===== config.mk =====
export PLATFORM = sky130hd
export DESIGN_NAME = mul_arbiter
export DESIGN_NICKNAME = d
export VERILOG_FILES = /design/src/rtl/mul_arbiter.sv
export SDC_FILE = /design/constraint.sdc
export NUM_CORES = 1
export LEC_CHECK = 0
export CORE_AREA = 2 2 361 363
export CTS_BUF_LIST = sky130_fd_sc_hd__clkbuf_16
export CTS_CLUSTER_SIZE = 24
export DETAILED_ROUTE_END_ITERATION = 10
export DIE_AREA = 0 0 363 365
export GPL_TIMING_DRIVEN = 0
export SYNTH_ARGS = -nofsm -noshare
export SYNTH_HDL_FRONTEND = slang
export SYNTH_SLANG_ARGS = --single-unit

===== constraint.sdc =====
create_clock -name clk -period 2.9 [get_ports clk]
set_input_delay 0.29 -clock clk [delete_from_list [all_inputs] [get_ports clk]]
set_output_delay 0.29 -clock clk [all_outputs]
set_load 0.005 [all_outputs]

===== src/rtl/mul_arbiter.sv =====
// -----------------------------------------------------------------------------
// mul_arbiter
//
// Round-robin arbiter and sequencer that shares one multiplier core among four
// requesters. It captures the winning requester's operand pair, steps the core
// through clear and start, then waits for the core's done flag. When the flag
// arrives it returns the product to the owner with a one-cycle done pulse. A
// watchdog aborts an operation that stays in WAIT for TIMEOUT cycles; the abort
// returns a zero product with err.
//
// Parameters:
//   WIDTH    operand width; the product is 2*WIDTH bits
//   TIMEOUT  maximum number of WAIT cycles before abort (>= 2)
//
// Ports:
//   clk            rising-edge clock
//   reset          synchronous, active-high reset
//   req[3:0]       per-requester request, held until the matching gnt bit
//   req_a/req_b    operand pairs, requester i in bits [i*WIDTH +: WIDTH]
//   gnt[3:0]       one-hot pulse: the owner's operands were captured
//   done[3:0]      one-hot pulse: result is valid for the owner
//   result         product, held until the next done
//   err            pulse coincident with done when the watchdog aborted
//   busy           high whenever the sequencer is not IDLE
//   m_clear        clear strobe to the core (CLEAR state)
//   m_start        start strobe to the core (START state)
//   m_multiplicand registered operand a to the core
//   m_multiplier   registered operand b to the core
//   m_op_done      core done level
//   m_result       core product
// -----------------------------------------------------------------------------
module mul_arbiter #(
    parameter int WIDTH   = 64,
    parameter int TIMEOUT = 256
) (
    input  logic                 clk,
    input  logic                 reset,
    input  logic [3:0]           req,
    input  logic [4*WIDTH-1:0]   req_a,
    input  logic [4*WIDTH-1:0]   req_b,
    output logic [3:0]           gnt,
    output logic [3:0]           done,
    output logic [2*WIDTH-1:0]   result,
    output logic                 err,
    output logic                 busy,
    output logic                 m_clear,
    output logic                 m_start,
    output logic [WIDTH-1:0]     m_multiplicand,
    output logic [WIDTH-1:0]     m_multiplier,
    input  logic                 m_op_done,
    input  logic [2*WIDTH-1:0]   m_result
);

    typedef enum logic [1:0] {
        IDLE  = 2'd0,
        CLEAR = 2'd1,
        START = 2'd2,
        WAIT  = 2'd3
    } state_t;

    // The counter only has to reach TIMEOUT-1, which fits in clog2(TIMEOUT) bits.
    localparam int              CNT_W    = (TIMEOUT > 2) ? $clog2(TIMEOUT) : 1;
    localparam logic [CNT_W-1:0] CNT_LAST = CNT_W'(TIMEOUT - 1);

    state_t               state_q, state_d;
    logic [1:0]           owner_q, owner_d;
    logic [1:0]           last_q, last_d;
    logic [CNT_W-1:0]     cnt_q, cnt_d;
    logic [3:0]           gnt_q, gnt_d;
    logic [3:0]           done_q, done_d;
    logic                 err_q, err_d;
    logic [2*WIDTH-1:0]   result_q, result_d;
    logic [WIDTH-1:0]     op_a_q, op_a_d;
    logic [WIDTH-1:0]     op_b_q, op_b_d;

    // Round-robin pick: first set bit scanning upward from last_q+1 with wrap.
    logic                 pick_valid;
    logic [1:0]           pick_idx;
    logic [1:0]           scan_idx;

    always_comb begin
        pick_valid = 1'b0;
        pick_idx   = last_q;
        scan_idx   = last_q;
        // Scan from the farthest offset down so the nearest set bit is written last.
        for (int k = 4; k >= 1; k--) begin
            scan_idx = last_q + 2'(k);
            if (req[scan_idx]) begin
                pick_valid = 1'b1;
                pick_idx   = scan_idx;
            end
        end
    end

    always_comb begin
        // NOTE: every variable gets a default before the case so no path can
        // leave one unassigned, which is what would infer a latch.
        state_d  = state_q;
        owner_d  = owner_q;
        last_d   = last_q;
        cnt_d    = cnt_q;
        gnt_d    = 4'b0000;
        done_d   = 4'b0000;
        err_d    = 1'b0;
        result_d = result_q;
        op_a_d   = op_a_q;
        op_b_d   = op_b_q;

        case (state_q)
            IDLE: begin
                if (pick_valid) begin
                    owner_d = pick_idx;
                    last_d  = pick_idx;
                    op_a_d  = req_a[int'(pick_idx)*WIDTH +: WIDTH];
                    op_b_d  = req_b[int'(pick_idx)*WIDTH +: WIDTH];
                    gnt_d   = 4'b0001 << pick_idx;
                    state_d = CLEAR;
                end
            end
            CLEAR: begin
                state_d = START;
            end
            START: begin
                cnt_d   = '0;
                state_d = WAIT;
            end
            WAIT: begin
                // The core's done flag takes priority over a coincident timeout.
                if (m_op_done) begin
                    result_d = m_result;
                    done_d   = 4'b0001 << owner_q;
                    state_d  = IDLE;
                end else if (cnt_q == CNT_LAST) begin
                    result_d = '0;
                    done_d   = 4'b0001 << owner_q;
                    err_d    = 1'b1;
                    state_d  = IDLE;
                end else begin
                    cnt_d = cnt_q + CNT_W'(1);
                end
            end
            default: begin
                state_d = IDLE;
            end
        endcase
    end

    // NOTE: sequential state uses non-blocking assignments so every flop
    // samples its _d value from the same edge regardless of statement order.
    always_ff @(posedge clk) begin
        if (reset) begin
            state_q  <= IDLE;
            owner_q  <= 2'd0;
            last_q   <= 2'd3;
            cnt_q    <= '0;
            gnt_q    <= 4'b0000;
            done_q   <= 4'b0000;
            err_q    <= 1'b0;
            result_q <= '0;
            op_a_q   <= '0;
            op_b_q   <= '0;
        end else begin
            state_q  <= state_d;
            owner_q  <= owner_d;
            last_q   <= last_d;
            cnt_q    <= cnt_d;
            gnt_q    <= gnt_d;
            done_q   <= done_d;
            err_q    <= err_d;
            result_q <= result_d;
            op_a_q   <= op_a_d;
            op_b_q   <= op_b_d;
        end
    end

    assign gnt            = gnt_q;
    assign done           = done_q;
    assign err            = err_q;
    assign result         = result_q;
    assign m_multiplicand = op_a_q;
    assign m_multiplier   = op_b_q;
    assign m_clear        = (state_q == CLEAR);
    assign m_start        = (state_q == START);
    assign busy           = (state_q != IDLE);

endmodule


# Word-level counts from Yosys, hierarchy flattened
# Cells that the tools add are included.
[classes]
add_sub_neg = 4
magnitude_cmp = 4
eq_ne = 8
n_shift = 4
mux = 27
n_bitwise = 3
n_reduce_logical = 11
[op_table]
columns = ["op", "count"]
rows = [
  ["$shiftx 256x9->64", 2],
  ["$mux 128", 2],
  ["$mux 8", 2],
  ["$pmux 8 s2", 1],
  ["$lt 2x3->1 const B", 4],
  ["$mux 2", 6],
  ["$mux 1", 9],
  ["$add 8x1->8 const B", 1],
  ["$bmux 1 s2", 4],
  ["$eq 8x8->1 const B", 1],
  ["$mux 4", 2],
  ["$pmux 2 s4", 1],
  ["$shl 1x2->4 const A", 2],
  ["$ne 2x2->1 const B", 3],
  ["$reduce_and 2->1", 3],
  ["$reduce_bool 2->1", 3],
  ["$reduce_or 3->1", 2],
  ["$add 2x2->2 const B", 2],
  ["$eq 2x2->1 const B", 2],
  ["$ne 3x3->1 const B", 1],
  ["$not 1->1", 3],
  ["$reduce_and 3->1", 1],
  ["$add 2x1->2 const B", 1],
  ["$eq 2x1->1 const B", 1],
  ["other kinds (2)", 2],
]
[totals]
reg_bits = 279
in_bits = 647
wordCells = 71

# Logic depth before layout (Yosys ltp)
# Gate-level depths: netlist (run 1).
[logic_depth]
word_depth = 8
mapped_depth = 9
mapped_depth_nobuf = 7

# Worst setup path before layout (run 1)
# OpenSTA, ideal clock, no wires.
[synth_timing]
kind = "register -> register"
start = "register cnt_q[0]"
end = "register cnt_q[4]"
setup_ns = 0.065
t_arrival_ns = 1.693
path_slack_ns = 1.142
stages_incl_launch_ff = 7
period_less_slack_ns = 1.758
path_cell_list = "dfxtp_1 > ha_1 > and4_1 > a41oi_2 > and4_1 > mux2_1 > nor2_1"
[synth_between]
elab_chain_len = 4
word_cells_on_any_way = 7
cone_classes = "add/sub: 1; eq/ne: 2; mux: 3; reduce/logical: 1"
[synth_rtl]
columns = ["element", "line_no", "source"]
rows = [
  ["start: declaration", "68", "logic [CNT_W-1:0] cnt_q, cnt_d;"],
  ["start signal: assignment", "166", "cnt_q <= cnt_d;"],
  ["$add 8x1->8", "139", "cnt_d = cnt_q + CNT_W'(1);"],
  ["$mux 8", "133", "end else if (cnt_q == CNT_LAST) begin"],
  ["$mux 8", "129", "if (m_op_done) begin"],
  ["$pmux 8 s2", "109", "case (state_q)"],
]
# Parallel ways exist; a longest one is shown, timed or not. The select of a mux whose other input is x is not followed.
# A chain may end at the register's enable or synchronous reset.

# Final worst setup path (run 1)
[layout_timing]
start = "register state_q[1]"
end = "register op_a_q[18], in the netlist m_multiplicand[18]"
[layout_between]
elab_chain_len = 2
[layout_rtl]
columns = ["element", "line_no", "source"]
rows = [
  ["start: declaration", "65", "state_t state_q, state_d;"],
  ["start signal: assignment", "163", "state_q <= state_d;"],
  ["$logic_not 2->1", "109", ""],
  ["$reduce_and 2->1 (no source line)", "--", ""],
  ["end signal: assignment", "171", "op_a_q <= op_a_d;"],
  ["end: declaration", "73", "logic [WIDTH-1:0] op_a_q, op_a_d;"],
]
# Every way passes these cells.

==> results.ini, run 1 <==
[routing]
routed_wl_mm = 105.8
drt-wirelength-per-cell_um = 26.94
drc = 0
vias_per_cell = 3.763
drt-pass1-iter-count = 5
drt_iter0_drc = 980
antenna_left = 0
num_vias = 14780

[sta]
finalMaxSlewViolations = 0
slew_headroom_pct = 37.41
fin_skew_ns = 0.02596
period_share_pct = 92.07
finalCriticalPeriod_ns = 2.670
setup_viol = 0
hold_viol_final = 0
setup-tns-final_ns = 0
hold_slack_ns = 0.3448
rsz0062_at_grt = false
fmax_mhz = 374.5
worst_pin_slew_ns = 0.9389

[floorplan]
ios = 915
core-area_sq_um = 128700
die_h_um = 365
num_rows = 132
fp.dieW_um = 363
die_area_sq_um = 132500
initial_utilization_pct = 9.930

[worst_setup_path]
setup.worst_path.start_class = register
worstSetupPathType = reg2reg
cp.required_ns = 3.40
crit_path_end_kind = register
worstPathMaxFanout = 10
timing.rr.start = state_q[1]
worstPathArrival_ns = 3.17
crit_start = state_q[1]

[clock_tree]
clk_latency_ns = 0.59
cts_hold_buffers = 0
htreeDepth = 2
root_buffer = clkbuf_16
cts_tree = built
numCtsBuffers = 39
cts-resized-gates = 4
cts.sinks = 279
clk_path_buf_depth = 3
path_clk_slew_ns = 0.06
cts_setup_buffers = 0

[grt]
grt_overflow_total = 0
grt_max_degree = 13
antenna_found_initial = 39
grt_pass1_wl_mm = 135.4
gr-usage-met3_pct = 5.732
globalRouteMet2Util_pct = 27.54
grt_pass1_vias = 14620
grtUsageMet1_pct = 16.30
busiest_layer = met2
grtUsageTotal_pct = 15.20

[power_and_ir_drop]
ir_worst_vdd_v = 0.0003221
switching_share_pct = 38.52
power.share.clock_pct = 23.9
intPower_mw = 12.19
p_per_area_nw_per_um2 = 785.6
p_total_mw = 19.82
leakagePower_nw = 9.448
netSwitchingPower_mw = 7.636
p_seq_share_pct = 28.2
pwr-share-comb_pct = 47.9

[final_layout]
fin_nets = 2873
layout_commonest_cell = clkdlybuf4s50_1
design_area_sq_um = 25230
ff_latch_area_sq_um = 5585
drive_gt1_share_pct = 5.835
layout.cells.non_filler = 3927
fill_cells = 14160
area_delta_synth_final_pct = 97.49
final_cell_mix = clkdlybuf4s50_1, dfxtp_1, mux2i_1
multiInputGateArea_sq_um = 6242

[yosys]
synth_warnings = 0
synth_fp_nets = 1918
synth_compound_area_share_pct = 17.55
yosysSeqAreaShare_pct = 43.72
synthAdderAreaFrac_pct = 0.5876
synth_xor_area_share_pct = 0.1371
synth_mux_area_share_pct = 20.31
synth_top_family_by_area = multiplexers
synthCells = 1265
synth_cell_types = 45
ys_ff_latch = 279
synth_area_sq_um = 12780
yosys.area_share.simple_pct = 10.27
avgSynthCellArea_sq_um = 10.10

[run]
maxCapViolCount = 0

[placed_design]
placedCellCount = 3854
io_buffers = 914
dpl.hpwl_mm = 91.59
dpl_cell_area_sq_um = 24020
gp_congestion = 0.9330

[status]
status = finished, final reports clean

[hold_path]
hold_path.class = in2reg
min_from = m_result[3]

## logic make-up after synthesis
logic type / Yosys count
AND/OR/NAND/NOR: 323
flip-flops: 279
adder cells (fa/ha/maj): 6
multiplexers: 259
AO/OA/AOI/OAI: 276
XOR/XNOR: 2
buffers and inverters: 120
## final cells by class
cell class              instances  area share [%]
repair buffers                914           36.26
multi-input cells             866           24.74
flip-flops and latches        279           22.14
well taps                    1675           8.306
clock buffers                  39           3.868
plain buffers                 116           3.729
clock inverters                27          0.8331
diodes                          7         0.06942
inverters                       4         0.05951
## Yosys cell counts (all sizes together)
cell,number,area (sq um)
o21bai,3,26.27
nand3,2,10.01
or2,1,6.260
clkbuf,44,165.2
o211ai,1,7.510
ha,6,75.07
a21bo,1,10.01
bufbuf,3,56.30
mux2,2,22.52
a21o,1,7.510
nand4,3,18.77
and4,2,17.52
mux2i,257,2572
a21oi,4,20.02
xnor2,2,17.52
o21ai,3,15.01
o41ai,1,16.27
a211oi,1,7.510
o21a,1,7.510
nor3b,1,7.510
nand2,142,533.0
nor2b,5,33.78
and4b,3,30.03
a311oi,3,26.28
and2,1,6.260
nand2b,4,25.02
nor4,2,12.51
nor3,6,30.03
and3b,1,8.760
dfxtp,279,5585
inv,4,15.01
a41oi,2,25.03
and3,2,17.52
o221ai,127,1112
a22oi,128,960.9
nor2,148,555.5
buf,69,711.9
## power groups by stage
stage	combinational (mW)	sequential (mW)	clock (mW)
final	9.50	5.59	4.73
after global routing	10.1	5.70	5.06
after CTS	9.72	5.59	4.92
after detailed placement	9.68	5.67	0
after global placement	9.66	5.62	0
after floorplan	3.94	5.55	0
## critical path: stages, from the launching register on
cell and delay (ns):
dfxtp_1 0.40, inv_1 0.10, ha_1 0.24, inv_1 0.10, nor2_1 0.10, nor2_1 0.36
buf_2 0.50, clkbuf_1 0.57, nand2_1 0.12, o221ai_1 0.09
## per-stage QoR
stage	utilization, %	setup WS [ns]
floorplan	-	1.142
global placement	18.67	-0.6494
detailed placement	18.67	-0.6051
CTS	19.60	0.0001246
global route	19.60	0.0005920
finish	19.61	0.2299
## registers in the layout, summed over array words and instances (netlist names)
register,flops
last_q,2
err,1
state_q,2
m_multiplicand,64
done,4
gnt,4
owner_q,2
cnt_q,8
m_multiplier,64
result,128
## per-layer routing
metal	vias up	part of all wire [%]
li1	6662	-
met1	7172	36
met2	760	51
met3	159	9.8
met4	26	3.2
met5	-	0.14
## final timing paths
check | end | slack (ns) | cells past startpoint
max | m_multiplicand[18] | 0.23 | 9
min | result[3] | 0.34 | 3
max reg2reg | m_multiplicand[18] | 0.23 | 9
min reg2reg | m_multiplicand[12] | 0.46 | 2
No activity file was read; power rests on OpenSTA's default activity.
==> run 2, diff against run 1 <==
CTS_CLUSTER_SIZE = not set   (was 24)
==> results of run 2 <==
Final layout, timing and power as in run 1 (identical DEF).
==> run 3, diff against run 2 <==
SLEW_MARGIN = 15   (was not set)
TNS_END_PERCENT = 100   (was not set)
==> results.ini, run 3 (same netlist as run 1, synthesis figures left out) <==
[floorplan]
die_h_um = 365
fp.dieW_um = 363
ios = 915
num_rows = 132
die_area_sq_um = 132500
initial_utilization_pct = 9.930
core-area_sq_um = 128700

[final_layout]
fin_util_pct = 19.64
largest_reg_flops = 128
area_delta_synth_final_pct = 97.75
fin_nets = 2873
drive_gt1_share_pct = 5.922
layout_commonest_cell = clkdlybuf4s50_1
final_cell_mix = clkdlybuf4s50_1, dfxtp_1, mux2i_1

[sta]
slew_headroom_pct = 34.93
fin_skew_ns = 0.02517
setup-tns-final_ns = 0
finalMaxSlewViolations = 0
worst_slack_ns = 0.2875
rsz0062_at_grt = false
fmax_mhz = 382.8
period_share_pct = 90.09
hold_viol_final = 0
setup_viol = 0
finalCriticalPeriod_ns = 2.613
worst_pin_slew_ns = 0.9761

[placed_design]
dpl.hpwl_mm = 91.58
io_buffers = 914
gp_congestion = 0.9330
dp_slack_ns = -0.6187

[routing]
drc = 0
drt-pass1-iter-count = 5
drt-wirelength-per-cell_um = 26.95
num_vias = 14790
routed_wl_mm = 105.9
drt_iter0_drc = 1057
vias_per_cell = 3.765
antenna_left = 0

[worst_setup_path]
crit_path_end_kind = register
worstPathMaxFanout = 11
cp.required_ns = 3.33
worstSetupPathType = reg2reg
worstPathArrival_ns = 3.04
timing.rr.start = state_q[0]
setup.worst_path.start_class = register
crit_start = state_q[0]

[hold_path]
min_from = m_result[3]
hold_path.class = in2reg

[grt]
grtUsageTotal_pct = 15.19
grt_pass1_vias = 14610
grt_overflow_total = 0
antenna_found_initial = 38
grt_pass1_wl_mm = 135.3
grt_max_degree = 13

[clock_tree]
htreeDepth = 2
cts_hold_buffers = 0
cts_tree = built
root_buffer = clkbuf_16
numCtsBuffers = 39
clk_path_buf_depth = 3
cts.sinks = 279
clk_latency_ns = 0.59
path_clk_slew_ns = 0.06

[run]
maxCapViolCount = 0

[power_and_ir_drop]
leakagePower_nw = 9.458
p_per_area_nw_per_um2 = 789.4
ir_worst_vdd_v = 0.0003221
p_total_mw = 19.94

[status]
status = finished, final reports clean

run 3: cell types whose count changed in the layout (fill, tap and decap cells not counted), sizes merged:
cell	before	now
inv	13	12
clkinv	12	13
bufinv	2	3
diode	7	6
run 3: worst max-delay path: stages, from the launching register on:
cell,delay (ns)
dfxtp_1,0.37
inv_1,0.10
ha_1,0.26
o41ai_2,0.11
nor2_1,0.18
nand2_1,0.35
buf_2,0.45
buf_2,0.45
o221ai_1,0.19
run 3: report_power, final:
group          internal [mW]  switching [mW]
Clock                   2.73            2.11
Combinational           4.66            4.85
Sequential              4.89           0.694
Total                   12.3            7.66
run 3: worst paths after layout:
kind | to | slack [ns] | depth (start not counted)
worst max-delay path | m_multiplicand[54] | 0.29 | 8
worst min-delay path | result[3] | 0.34 | 3
worst max register to register | m_multiplicand[54] | 0.29 | 8
worst min register to register | m_multiplicand[12] | 0.46 | 2
run 3: layout make-up:
cell class / instances / area, sq um
Clock inverter: 28 / 244.0
Inverter: 4 / 15.01
Tap cell: 1675 / 2096
Buffer: 116 / 942.2
Antenna cell: 6 / 15.01
Multi-Input combinational cell: 866 / 6242
Clock buffer: 39 / 975.9
Timing Repair Buffer: 914 / 9149
Sequential cell: 279 / 5585
Fill cell: 14170 / 103400
run 3: repair_timing:
item / 4_1_cts / 5_1_grt
setup endpoints to repair: 30 / 1
setup buffers: 0 / 0
endpoints found under the hold margin: 0 / 0
gates resized for setup: 4 / 2
run 3: per-layer routing:
metal | GRT usage [%] | wire length, um
met3 | 5.556 | 10050
met1 | 16.41 | 38720
met2 | 27.60 | 53780
met4 | 4.320 | 3165
met5 | 0 | 144
run 3: through the flow:
step | hold slack [ns] | cells | instance area, sq um
3_3_place_gp | 0.4438 | 3854 | 24020
2_1_floorplan | 0.4338 | 1265 | 12780
4_1_cts | 0.2814 | 3921 | 25250
3_5_place_dp | 0.4498 | 3854 | 24020
6_report | 0.3429 | 3927 | 25260
5_1_grt | 0.3205 | 3924 | 25260
